===== config.mk =====
export PLATFORM = sky130hd
export DESIGN_NAME = ct_f_spsram_arb_ctrl
export DESIGN_NICKNAME = d
export VERILOG_FILES = /design/src/rtl/ct_f_spsram_pkg.sv /design/src/rtl/ct_f_rr_arb2.sv /design/src/rtl/ct_f_spsram_arb_ctrl.sv
export SDC_FILE = /design/constraint.sdc
export NUM_CORES = 1
export LEC_CHECK = 0
export BUFFER_PORTS_ARGS = -buffer_cell sky130_fd_sc_hd__buf_4
export CAP_MARGIN = 0
export CORE_AREA = 4 4 530 532
export DETAILED_ROUTE_END_ITERATION = 8
export DIE_AREA = 0 0 534 536
export GPL_TIMING_DRIVEN = 0
export MAX_ROUTING_LAYER = met4
export PLACE_DENSITY = 0.3
export SYNTH_ARGS = -nofsm -noshare
export SYNTH_HDL_FRONTEND = slang
export SYNTH_SLANG_ARGS = --single-unit

===== constraint.sdc =====
create_clock -name CLK -period 1.9 [get_ports CLK]
set_clock_uncertainty 0.2 [all_clocks]
set_input_delay 0.095 -clock CLK [delete_from_list [all_inputs] [get_ports CLK]]
set_output_delay 0.095 -clock CLK [all_outputs]
set_load 0.02 [all_outputs]

===== src/rtl/ct_f_spsram_pkg.sv =====
// Shared definitions for the single-port SRAM arbiter controller.
// Holds the default geometry and the controller state encodings.
package ct_f_spsram_pkg;

    localparam int ADDR_WIDTH_DEF = 12;
    localparam int DATA_WIDTH_DEF = 144;

    typedef logic [0:0] state_t;

    localparam state_t ST_INIT = 1'b0;
    localparam state_t ST_RUN  = 1'b1;

endpackage


===== src/rtl/ct_f_rr_arb2.sv =====
// Two-way round-robin arbiter; the pointer names the requester favoured on a tie.
// The pointer only moves when a grant is issued.
module ct_f_rr_arb2 (
    input  logic       clk,
    input  logic       rst,
    input  logic [1:0] vld,
    output logic [1:0] gnt
);

    logic ptr_q;

    always_comb begin
        gnt = vld;
        if (vld == 2'b11) begin
            gnt = ptr_q ? 2'b10 : 2'b01;
        end
    end

    // after granting requester 0 the next tie goes to requester 1, and vice versa
    always_ff @(posedge clk or posedge rst) begin
        if (rst) begin
            ptr_q <= 1'b0;
        end else if (|gnt) begin
            ptr_q <= gnt[0];
        end
    end

endmodule


===== src/rtl/ct_f_spsram_arb_ctrl.sv =====
// Two-requester front end for a single-port SRAM with a zero-fill phase after
// reset (or on request), and a one-cycle read response path.
module ct_f_spsram_arb_ctrl
    import ct_f_spsram_pkg::*;
#(
    parameter int ADDR_WIDTH = ADDR_WIDTH_DEF,
    parameter int DATA_WIDTH = DATA_WIDTH_DEF
) (
    input  logic                  CLK,
    input  logic                  RST,
    input  logic                  init_start,
    output logic                  init_busy,
    input  logic                  req0_vld,
    output logic                  req0_rdy,
    input  logic                  req0_wr,
    input  logic [ADDR_WIDTH-1:0] req0_addr,
    input  logic [DATA_WIDTH-1:0] req0_wdata,
    input  logic [DATA_WIDTH-1:0] req0_wmask,
    output logic                  rsp0_vld,
    output logic [DATA_WIDTH-1:0] rsp0_rdata,
    input  logic                  req1_vld,
    output logic                  req1_rdy,
    input  logic                  req1_wr,
    input  logic [ADDR_WIDTH-1:0] req1_addr,
    input  logic [DATA_WIDTH-1:0] req1_wdata,
    input  logic [DATA_WIDTH-1:0] req1_wmask,
    output logic                  rsp1_vld,
    output logic [DATA_WIDTH-1:0] rsp1_rdata,
    output logic [ADDR_WIDTH-1:0] A,
    output logic                  CEN,
    output logic                  GWEN,
    output logic [DATA_WIDTH-1:0] WEN,
    output logic [DATA_WIDTH-1:0] D,
    input  logic [DATA_WIDTH-1:0] Q
);

    localparam logic [ADDR_WIDTH-1:0] CNT_LAST = {ADDR_WIDTH{1'b1}};

    state_t                state_q;
    logic [ADDR_WIDTH-1:0] cnt_q;
    logic [1:0]            rsp_vld_q;
    logic                  in_run;
    logic [1:0]            arb_vld;
    logic [1:0]            gnt;

    logic                  sel_wr;
    logic [ADDR_WIDTH-1:0] sel_addr;
    logic [DATA_WIDTH-1:0] sel_wdata;
    logic [DATA_WIDTH-1:0] sel_wmask;

    assign in_run  = (state_q == ST_RUN);
    assign arb_vld = {req1_vld, req0_vld} & {2{in_run}};

    ct_f_rr_arb2 u_arb (
        .clk (CLK),
        .rst (RST),
        .vld (arb_vld),
        .gnt (gnt)
    );

    assign req0_rdy  = gnt[0];
    assign req1_rdy  = gnt[1];
    assign init_busy = ~in_run;

    assign rsp0_vld   = rsp_vld_q[0];
    assign rsp1_vld   = rsp_vld_q[1];
    assign rsp0_rdata = Q;
    assign rsp1_rdata = Q;

    always_comb begin
        sel_wr    = req0_wr;
        sel_addr  = req0_addr;
        sel_wdata = req0_wdata;
        sel_wmask = req0_wmask;
        if (gnt[1]) begin
            sel_wr    = req1_wr;
            sel_addr  = req1_addr;
            sel_wdata = req1_wdata;
            sel_wmask = req1_wmask;
        end
    end

    // RST forces the idle pattern combinationally so the macro is quiet while reset is held
    always_comb begin
        CEN  = 1'b1;
        GWEN = 1'b1;
        WEN  = {DATA_WIDTH{1'b1}};
        D    = '0;
        A    = '0;
        if (!RST) begin
            if (!in_run) begin
                CEN  = 1'b0;
                GWEN = 1'b0;
                WEN  = '0;
                A    = cnt_q;
            end else if (|gnt) begin
                CEN = 1'b0;
                A   = sel_addr;
                if (sel_wr) begin
                    GWEN = 1'b0;
                    WEN  = ~sel_wmask;
                    D    = sel_wdata;
                end
            end
        end
    end

    always_ff @(posedge CLK or posedge RST) begin
        if (RST) begin
            state_q   <= ST_INIT;
            cnt_q     <= '0;
            rsp_vld_q <= 2'b00;
        end else begin
            rsp_vld_q <= gnt & ~{req1_wr, req0_wr};
            if (!in_run) begin
                cnt_q <= cnt_q + 1'b1;
                if (cnt_q == CNT_LAST) begin
                    state_q <= ST_RUN;
                end
            end else if (init_start) begin
                state_q <= ST_INIT;
                cnt_q   <= '0;
            end
        end
    end

endmodule


==> results of run 1 <==
-- layout make-up --
class	count	area share [%]
plain buffers	418	13.9
diodes	98	0.939
well taps	3705	17.8
flip-flops and latches	16	1.54
repair buffers	1242	38.2
inverters	5	0.144
clock buffers	4	0.340
multi-input cells	819	27.2
-- final timing paths --
check	start	to	slack (ps)	cells past startpoint
min in group asynchronous	RST	rsp_vld_q[0]$_DFF_PP0_	870	5
hold / removal	req1_vld	u_arb.ptr_q$_DFFE_PP0P_	70	3
hold reg to reg	cnt_q[10]$_DFFE_PP0P_	cnt_q[10]$_DFFE_PP0P_	320	1
max in group asynchronous	RST	in_run$_DFF_PP0_	460	5
setup / recovery	u_arb.ptr_q$_DFFE_PP0P_	WEN[140]	-700	7
setup reg to reg	in_run$_DFF_PP0_	cnt_q[11]$_DFFE_PP0P_	40	3
-- power groups by stage --
| stage | clock, mW | combinational [mW] | sequential (mW) |
|---|---|---|---|
| 2_1_floorplan | 0 | 1.68 | 0.518 |
| 3_3_place_gp | 0 | 4.41 | 0.558 |
| 3_5_place_dp | 0 | 4.42 | 0.558 |
| 4_1_cts | 0.478 | 4.63 | 0.553 |
| 5_1_grt | 0.490 | 4.81 | 0.572 |
| 6_report | 0.468 | 4.55 | 0.554 |
-- cells by family (layout without fill, tap and decap cells) --
kind of cell             after synthesis  count (layout)  synth area share (%)
AO/OA/AOI/OAI                        466             466                  41.5
XOR/XNOR                               2               2                 0.221
multiplexers                          13              13                  1.64
AND/OR/NAND/NOR                      337             337                  16.6
flip-flops                            16              16                  5.04
adder cells (fa/ha/maj)                1               1                 0.158
buffers and inverters                424            1669                  34.9
other                                  0              98                     0
-- metal layers --
layer | part of all wire, % | vias to the layer above | GRT usage (%) | wire length, microns
li1 | - | 6859 | - | -
met1 | 41 | 7535 | 15.9 | 84000
met2 | 45 | 1112 | 22.0 | 91500
met3 | 12 | 122 | 7.35 | 24500
met4 | 1.7 | 0 | 1.22 | 3480
met5 | 0 | - | - | 0
-- worst max-delay path: stages, from the launching register on --
cell	delay (ps)
dfrtp_1	420
nand2b_4	190
a32o_2	320
buf_12	190
buf_16	170
o21a_1	150
o221ai_4	380
buf_6	190
-- through the flow --
stage | setup slack, ps | hold slack [ps] | util [%]
after floorplan | -43.0 | -39.4 | -
after global placement | -4000 | 73.1 | 8.17
after detailed placement | -1870 | 75.7 | 8.19
after CTS | -771 | 52.4 | 9.18
after global routing | -730 | 82.8 | 9.45
final | -696 | 69.2 | 9.46
-- cell usage after synthesis, types with 4 or more instances --
master	n
o21ai_0	12
clkbuf_1	76
nand2_1	303
a211oi_1	7
nor2_1	13
buf_2	40
buf_4	300
mux2i_1	13
a21oi_1	146
dfrtp_1	16
nand3_1	5
o21a_1	144
nand4_1	4
o221ai_1	144
-- sequential cells by signal, indices dropped and copies added (netlist names) --
signal and count:
in_run 1, rsp_vld_q 2, u_arb.ptr_q 1, cnt_q 12
-- what timing repair did --
| item | 4_1_cts | 5_1_grt |
|---|---|---|
| endpoints found under the hold margin | 6 | 0 |
| setup endpoints to repair | 312 | 312 |
| hold buffers | 4 | 0 |
| cloned | 5 | 1 |
| buffers inserted | 23 | 6 |
| pin swaps | 62 | 24 |
| resized for setup | 522 | 128 |
==> summary.md, run 1 <==
| Metric | Value |
|---|---|
| Outcome | `finished with violations` |
| Violated checks | `setup timing` |
| Die width | `534 microns` |
| Clock Latency Late Sink | `250 ps` |
| Main synth FF type | `dfrtp_1` |
| Psw | `2.63 mW` |
| Drc violations | `0` |
| Initial Utilization | `2.88%` |
| Initial antenna violation count | `142` |
| Synthesis-to-layout area growth | `229%` |
| Post-Synthesis Cells | `1,259` |
| H-tree depth | `1` |
| Placement Cell Area | `0.0226 sq mm` |
| Worst VDD drop | `293 uV` |
| Vias in the first global route | `16,000` |
| Most frequent cells in the layout | `buf_4 (1,422), nand2_1 (249), o21a_1 (123), buf_6 (118), o221ai_2 (99)` |
| Hold WC Path Type | `input pin to flop` |
| Post-DP HPWL | `190,000 microns` |
| CTS Buffer Depth | `2` |
| Buffers added on ports | `1,201` |
| Gr ovfl total | `0` |
| Fillers | `32,400` |
| Fin crit period | `2600 ps` |
| Post-synth EDFFs | `0` |
| Routability congestion estimate | `0.969` |
| Worst-Margin Slew | `953 ps` |
| Site Rows | `193` |
| Core area | `0.276 sq mm` |
| Total Die Area | `0.286 sq mm` |
| Post-synthesis sequential area ratio | `5.04%` |
| CP Max Fanout | `8` |
| Top cell type's share of synthesized area | `28.4%` |
| Clk sinks | `16` |
| First-pass GRT wire length | `237,000 microns` |
| Non-filler cells, final | `6,307` |
| Cell Area, Synth | `0.00794 sq mm` |
| Avg Cell Area, Syn | `6.31 sq um` |
| FF+latch count, synth | `16` |
| LEAKAGE | `10.9 nW` |
| Vias | `15,600` |
| Arrival @ worst endpoint | `2300 ps` |
| Vias per cell | `2.48` |
| CP Capture Type | `primary output` |
| DR WL/cell | `32.3 microns` |
| Clk network pwr share | `8.4%` |
| Gate power share | `81.7%` |
| Cell area after layout | `0.0261 sq mm` |
| Sum of negative setup slack | `-151,170 ps` |
| Syn nets | `2,011` |
| Relative slew slack | `36.1%` |
| First-pass DRT Iterations | `5` |
| Worst-path clk slew | `50 ps` |
| Chip Height | `536 microns` |
| Register Area | `402 sq um` |
| CP required | `1600 ps` |
| TritonCTS buffer count | `3` |
| Netlist cell types | `40` |
| ANT nets after route | `0` |
| Final setup margin | `-696 ps` |
| DR iter-0 viols | `749` |
| TritonCTS clock tree | `built` |
| Post-synth top area cell | `buf_4` |
| Max frequency | `385 MHz` |
| Placed Cells | `6,167` |
| Final Hold Viols | `0` |
| RSZ-0062 raised after global routing | `yes` |
| Area contributors post-synth | `buf_4 (28%), o221ai_1 (16%), nand2_1 (14%), o21a_1 (14%), a21oi_1 (9.2%)` |
| Area occupied by multi-input gates | `0.00711 sq mm` |
| Startpoint Class | `flop` |
| Top Ports | `1,346` |
| Final period util | `137%` |
| Sw frac | `47.1%` |
| Tot GR Track Use | `13.8%` |
| Max-cap violation count | `0` |
| PwrDens | `213 mW/mm^2` |
| Commonest non-fill, non-tap cell in the layout | `buf_4` |
| Pins Over Slew Limit | `0` |
| Largest net degree at the start of global routing | `17` |
| Final nets | `3,257` |
| Syn. warnings | `0` |
| WL final | `204,000 microns` |
| Sequential share of power | `9.9%` |
| Internal | `2.95 mW` |
| Fraction of registers with async set/reset | `100%` |
| Total power | `5.57 mW` |
| Share of layout cells above drive strength 1 | `78.7%` |
| WS Path Type | `flop to primary output` |
| Final setup vio count | `304` |
| Root buf cell | `clkbuf_16` |
No activity file was read; power rests on OpenSTA's default activity.
==> inputs of run 2 (changes only) <==
CORE_AREA = 4 4 519 521   (was 4 4 530 532)
DIE_AREA = 0 0 523 525   (was 0 0 534 536)
SYNTH_HIERARCHICAL = 1   (was unset)
==> run 2 against run 1 <==
Effect of this change: the run ends with hold timing, setup timing left; first-iteration DRC count fell by 44%; final cell count is 5.1% lower; register-to-register slack got worse by 210 ps; flip-flop and latch count did not move; highest routed layer unchanged; maximum frequency fell by 13%; synthesized area is 1.8% higher; critical endpoint is now D[122]; clock power hardly changed; sequential power down 12%; combinational power grew 14%; sequential share of layout area fell by 0.20 points; synthesized cell count shrank 15%.
==> summary.md, run 2 <==
| Metric | Value |
|---|---|
| Worst-path clk slew | `50 ps` |
| Placed Cells | `5,805` |
| Relative slew slack | `6.20%` |
| Post-synthesis compound-gate area fraction | `12.4%` |
| Cell Area, Synth | `0.00808 sq mm` |
| Worst-Margin Slew | `1410 ps` |
| Initial Utilization | `3.05%` |
| Chip Height | `525 microns` |
| Worst setup path end | `D[122]` |
| Final period util | `157%` |
| Xor/xnor share of the synthesized area | `0.325%` |
| Root buf cell | `clkbuf_16` |
| Most frequent cells in the layout | `buf_4 (1,225), buf_6 (297), nor2_4 (144), o21ai_4 (138), mux2_4 (119)` |
| Outcome | `finished with violations` |
| Worst-path cell chain | `clkbuf_8 -> clkbuf_16 -> and2_4 -> a21boi_4 -> buf_12 -> nand3b_4 -> a211o_1 -> buf_12 -> buf_16 -> buf_12 -> buf_12 -> nor2_4 -> buf_6` |
| CP max-delay cell | `dfrtp_1` |
| Final setup margin | `-1090 ps` |
| Largest family of logic cells by synthesized area | `multiplexers` |
| Synthesized-area fraction occupied by adder cells | `0.155%` |
| Hold WC Path Type | `input pin to flop` |
| Most frequent cells after synthesis | `buf_4 (290), mux2i_1 (148), nor2_1 (147), mux2_2 (144), o21ai_0 (142)` |
| Netlist cell types | `41` |
| Final setup vio count | `305` |
| Fraction of registers with async set/reset | `100%` |
| CTS Buffer Depth | `2` |
| Vias in the first global route | `14,300` |
| Top Ports | `1,346` |
| Vias | `13,700` |
| PwrDens | `205 mW/mm^2` |
| Arrival @ worst endpoint | `2690 ps` |
| Worst VDD drop | `390 uV` |
| Violated checks | `hold timing, setup timing` |
| Largest regs | `cnt_q (12), rsp_vld_q (2)` |
| Largest register FFs | `12` |
| Total power | `6.14 mW` |
| Synthesis-to-layout area growth | `270%` |
| Critical Path Source | `in_run$_DFF_PP0_` |
| Reg with most FFs | `cnt_q` |
| Final Hold Viols | `1` |
| WL final | `169,000 microns` |
| Worst path max stage delay | `380 ps` |
| Most common cell in the netlist | `buf_4` |
| Post-Synthesis Cells | `1,071` |
| Syn. warnings | `6` |
| Final nets | `3,129` |
| ANT nets after route | `0` |
| Area contributors post-synth | `buf_4 (27%), mux2_2 (20%), mux2i_1 (18%), o21ai_0 (8.8%), nor2_1 (6.8%)` |
| WHS | `-10.6 ps` |
| Fin crit period | `2990 ps` |
| WS Path Type | `flop to primary output` |
| CP Max Fanout | `10` |
| Mux contribution to synthesized area | `38.4%` |
| Post-synth top area cell | `buf_4` |
| R2R Setup Slk | `-170 ps` |
| Avg Cell Area, Syn | `7.55 sq um` |
| Buffers added on ports | `1,201` |
| First-pass DRT Iterations | `4` |
| Post-synth EDFFs | `0` |
| Top cell type's share of synthesized area | `26.9%` |
| Post-DP HPWL | `153,000 microns` |
| Share of layout cells above drive strength 1 | `93.9%` |
| Initial antenna violation count | `174` |
| Site Rows | `189` |
| Max frequency | `335 MHz` |
| Clk sinks | `16` |
| Syn nets | `1,823` |
| Drc violations | `0` |
| R2r startpoint | `in_run$_DFF_PP0_` |
| Post-synthesis sequential area ratio | `4.95%` |
| TritonCTS clock tree | `built` |
| Largest net degree at the start of global routing | `17` |
| Total Die Area | `0.275 sq mm` |
| Commonest non-fill, non-tap cell in the layout | `buf_4` |
| CP dominant cell by count | `buf_12` |
| Routability congestion estimate | `0.865` |
| First-pass GRT wire length | `196,000 microns` |
| CP required | `1600 ps` |
| Max-cap violation count | `0` |
| Tot GR Track Use | `11.7%` |
| RSZ-0062 raised after global routing | `yes` |
| TritonCTS buffer count | `3` |
| Vias per cell | `2.30` |
| Main synth FF type | `dfrtp_1` |
| H-tree depth | `1` |
| Pins Over Slew Limit | `0` |
| DR WL/cell | `28.2 microns` |
| CP Capture Type | `primary output` |
| LEAKAGE | `11.9 nW` |
| Non-filler cells, final | `5,986` |
| Clock Latency Late Sink | `250 ps` |
| Startpoint Class | `flop` |
| Die width | `523 microns` |
| Worst-case reg-to-reg path depth | `9` |
| DR iter-0 viols | `420` |
| FF+latch count, synth | `16` |
| Reg-to-reg endpoint | `rsp_vld_q[1]$_DFF_PP0_` |
| Gr ovfl total | `0` |
| Area share of and/or/nand/nor cells after synthesis | `10.9%` |
| Core area | `0.265 sq mm` |
run 2: final cells by class:
class	instances	area, sq um
Clock buffer	4	88.8
Antenna cell	77	193
Buffer	371	3710
Multi-Input combinational cell	671	9090
Inverter	7	32.5
Tap cell	3533	4420
Fill cell	30500	235000
Sequential cell	16	400
Timing Repair Buffer	1307	12000
run 2: logic make-up (layout without fill, tap and decap cells):
kind of cell / after synthesis / after routing
multiplexers: 292 / 292
AO/OA/AOI/OAI: 178 / 178
adder cells (fa/ha/maj): 1 / 1
XOR/XNOR: 3 / 3
buffers and inverters: 384 / 1689
AND/OR/NAND/NOR: 197 / 197
other: 0 / 77
flip-flops: 16 / 16
run 2: worst min path at each step:
stage | cells past startpoint | startpoint | slack (ps) | end
2_1_floorplan | 1 | RST | -380 | u_arb/ptr_q$_DFFE_PP0P_
3_3_place_gp | 2 | RST | -240 | u_arb/ptr_q$_DFFE_PP0P_
3_5_place_dp | 2 | RST | -240 | u_arb/ptr_q$_DFFE_PP0P_
4_1_cts | 3 | req1_vld | 20 | u_arb/ptr_q$_DFFE_PP0P_
5_1_grt | 3 | req1_vld | 30 | u_arb/ptr_q$_DFFE_PP0P_
6_report | 3 | req1_vld | -10 | u_arb/ptr_q$_DFFE_PP0P_
run 2: metal layers:
metal | up-vias | wire (microns) | global-route usage [%]
met1 | 6400 | 62200 | 12.1
met4 | 0 | 3700 | 0.681
li1 | 6142 | - | -
met3 | 179 | 19000 | 5.86
met2 | 1019 | 84000 | 20.9
met5 | - | 0 | -
run 2: worst max-delay path: cells and delay by family, from the launching register on:
| kind | cells | cell delay [ps] |
|---|---|---|
| AND/OR/NAND/NOR | 3 | 420 |
| buffers and inverters | 8 | 1160 |
| flip-flops | 1 | 380 |
| AO/OA/AOI/OAI | 2 | 440 |
run 2: through the flow:
stage | instance area, sq um | hold WS, ps | setup WS (ps) | utilization [%] | TNS (ps)
final | 29900 | -10.6 | -1090 | 11.3 | -289510
after global routing | 29800 | 30.8 | -1170 | 11.3 | -315480
after CTS | 28300 | 19.9 | -1110 | 10.7 | -304290
after detailed placement | 25300 | -245 | -1940 | 9.55 | -438650
after global placement | 25300 | -244 | -1990 | 9.55 | -437540
after floorplan | 11800 | -376 | -652 | - | -161950
run 2: repair_timing:
action                                  in CTS  in global routing
hold buffers                                 4                  0
endpoints found under the setup margin     308                310
resized for setup                          423                243
buffers inserted                            42                 22
endpoints found under the hold margin        7                  0
cloned                                      24                 21
pin swaps                                   11                 30
run 2: report_power, final:
part | total [mW] | leakage (nW) | switching [mW] | internal, mW
clock | 0.470 | 0.0447 | 0.150 | 0.320
combinational | 5.18 | 11.7 | 2.48 | 2.71
sequential | 0.490 | 0.200 | 0.0778 | 0.412
==> inputs of run 3 (changes only) <==
CTS_CLUSTER_SIZE = 14   (was unset)
SKIP_CTS_REPAIR_TIMING = 1   (was unset)
==> run 3 against run 2 <==
Effect of this change: critical endpoint is now WEN[134]; count of clock-buffer cells in the layout did not move; highest routed layer unchanged; flip-flop and latch count unchanged; final area down 4.4%; via count fell by 1.0%; critical path depth did not move; non-clock buffer count decreased by 24; global-route usage is 0.31 points lower; the flow finishes with violations (setup timing); sequential power barely moved; power decreased by 2.2%; setup slack better by 20 ps.
==> summary.md, run 3 (same netlist as run 2, synthesis figures left out) <==
| Metric | Value |
|---|---|
| Core area | `0.265 sq mm` |
| Final setup margin | `-1070 ps` |
| Top Ports | `1,346` |
| Synthesis-to-layout area growth | `254%` |
| Reg with most FFs | `cnt_q` |
| Buffers added on ports | `1,201` |
| Final Util | `10.8%` |
| Arrival @ worst endpoint | `2670 ps` |
| Worst-path clk slew | `50 ps` |
| Share of layout cells above drive strength 1 | `93.5%` |
| Drc violations | `0` |
| RSZ-0062 raised after global routing | `yes` |
| Vias in the first global route | `13,700` |
| Violated checks | `setup timing` |
| CP required | `1600 ps` |
| Largest net degree at the start of global routing | `17` |
| First-pass DRT Iterations | `4` |
| Initial Utilization | `3.05%` |
| Post-DP HPWL | `153,000 microns` |
| Worst VDD drop | `385 uV` |
| TritonCTS clock tree | `built` |
| DR WL/cell | `28.1 microns` |
| Total power | `6.01 mW` |
| Area occupied by multi-input gates | `0.00857 sq mm` |
| Final Hold Viols | `0` |
| H-tree depth | `1` |
| Routability congestion estimate | `0.865` |
| Commonest non-fill, non-tap cell in the layout | `buf_4` |
| Chip Height | `525 microns` |
| Vias per cell | `2.29` |
| Root buf cell | `clkbuf_16` |
| Site Rows | `189` |
| Pins Over Slew Limit | `0` |
| Largest regs | `cnt_q (12), rsp_vld_q (2)` |
| Largest register FFs | `12` |
| Die width | `523 microns` |
| Final setup vio count | `304` |
| Relative slew slack | `4.74%` |
| CTS Buffer Depth | `2` |
| CP Max Fanout | `7` |
| PwrDens | `210 mW/mm^2` |
| Worst-Margin Slew | `1430 ps` |
| Hold WC Path Type | `input pin to flop` |
| WL final | `167,000 microns` |
| Final nets | `3,105` |
| WS Path Type | `flop to primary output` |
| ANT nets after route | `0` |
| Fin crit period | `2970 ps` |
| Most frequent cells in the layout | `buf_4 (1,274), buf_6 (251), nor2_4 (144), o21ai_4 (119), mux2_2 (105)` |
| Vias | `13,600` |
| Total Die Area | `0.275 sq mm` |
| Startpoint Class | `flop` |
| Fillers | `30,600` |
| Gr ovfl total | `0` |
| Initial antenna violation count | `179` |
| WHS | `11.4 ps` |
| First-pass GRT wire length | `190,000 microns` |
| Outcome | `finished with violations` |
| Clk sinks | `16` |
| Clock Latency Late Sink | `250 ps` |
| TritonCTS buffer count | `3` |
| Max-cap violation count | `0` |
| Final period util | `156%` |
| CP Capture Type | `primary output` |
| DR iter-0 viols | `373` |
| Place WS | `-1940 ps` |
| Cell area after layout | `0.0286 sq mm` |
| Placement Cell Area | `0.0253 sq mm` |
| Max frequency | `337 MHz` |
| LEAKAGE | `11.3 nW` |
| Register Area | `400 sq um` |
| Tot GR Track Use | `11.4%` |
run 3: routing by layer:
layer,wire (microns),share of wire (%),up-vias,global-route usage [%]
met4,2910,1.7,0,0.636
met1,59700,36,6284,11.6
li1,-,-,6084,-
met2,82700,50,1036,20.2
met3,21800,13,199,6.13
met5,0,0,-,-
run 3: final cells by class:
class                      count  share of cell area (%)
timing repair buffer        1277                    39.1
multi-input combinational    671                    30.0
tap                         3533                    15.5
buffer                       377                    13.1
sequential                    16                    1.40
antenna                       67                   0.587
clock buffer                   4                   0.311
inverter                       7                   0.105
run 3: critical path, stage by stage (launching register included):
cell and delay [ps]:
dfrtp_1 390, buf_8 130, buf_12 120, and2_4 170, a21boi_4 150, buf_12 150, nand3b_4 170, a31oi_4 250
buf_6 160, clkbuf_16 210, buf_8 130, clkbuf_16 160, o21ai_4 60, buf_6 150
run 3: metrics by stage:
step | TNS [ps] | cells
after global routing | -320600 | 5945
after floorplan | -161950 | 1071
after detailed placement | -438650 | 5805
final | -294650 | 5952
after global placement | -437540 | 5805
after CTS | -520340 | 5809
run 3: worst paths after layout:
path	from	slack, ps	cells after the start	to
max in group asynchronous	RST	980	3	cnt_q[4]$_DFFE_PP0P_
min	req1_vld	10	3	u_arb/ptr_q$_DFFE_PP0P_
min in group asynchronous	RST	50	3	u_arb/ptr_q$_DFFE_PP0P_
min reg2reg	cnt_q[7]$_DFFE_PP0P_	310	1	cnt_q[7]$_DFFE_PP0P_
max	in_run$_DFF_PP0_	-1070	13	WEN[134]
max reg2reg	in_run$_DFF_PP0_	-170	9	rsp_vld_q[1]$_DFF_PP0_
run 3: power by group:
group	switching (mW)	leakage (nW)	internal, mW
clock	0.145	0.0446	0.320
sequential	0.0775	0.200	0.412
combinational	2.43	11.1	2.62
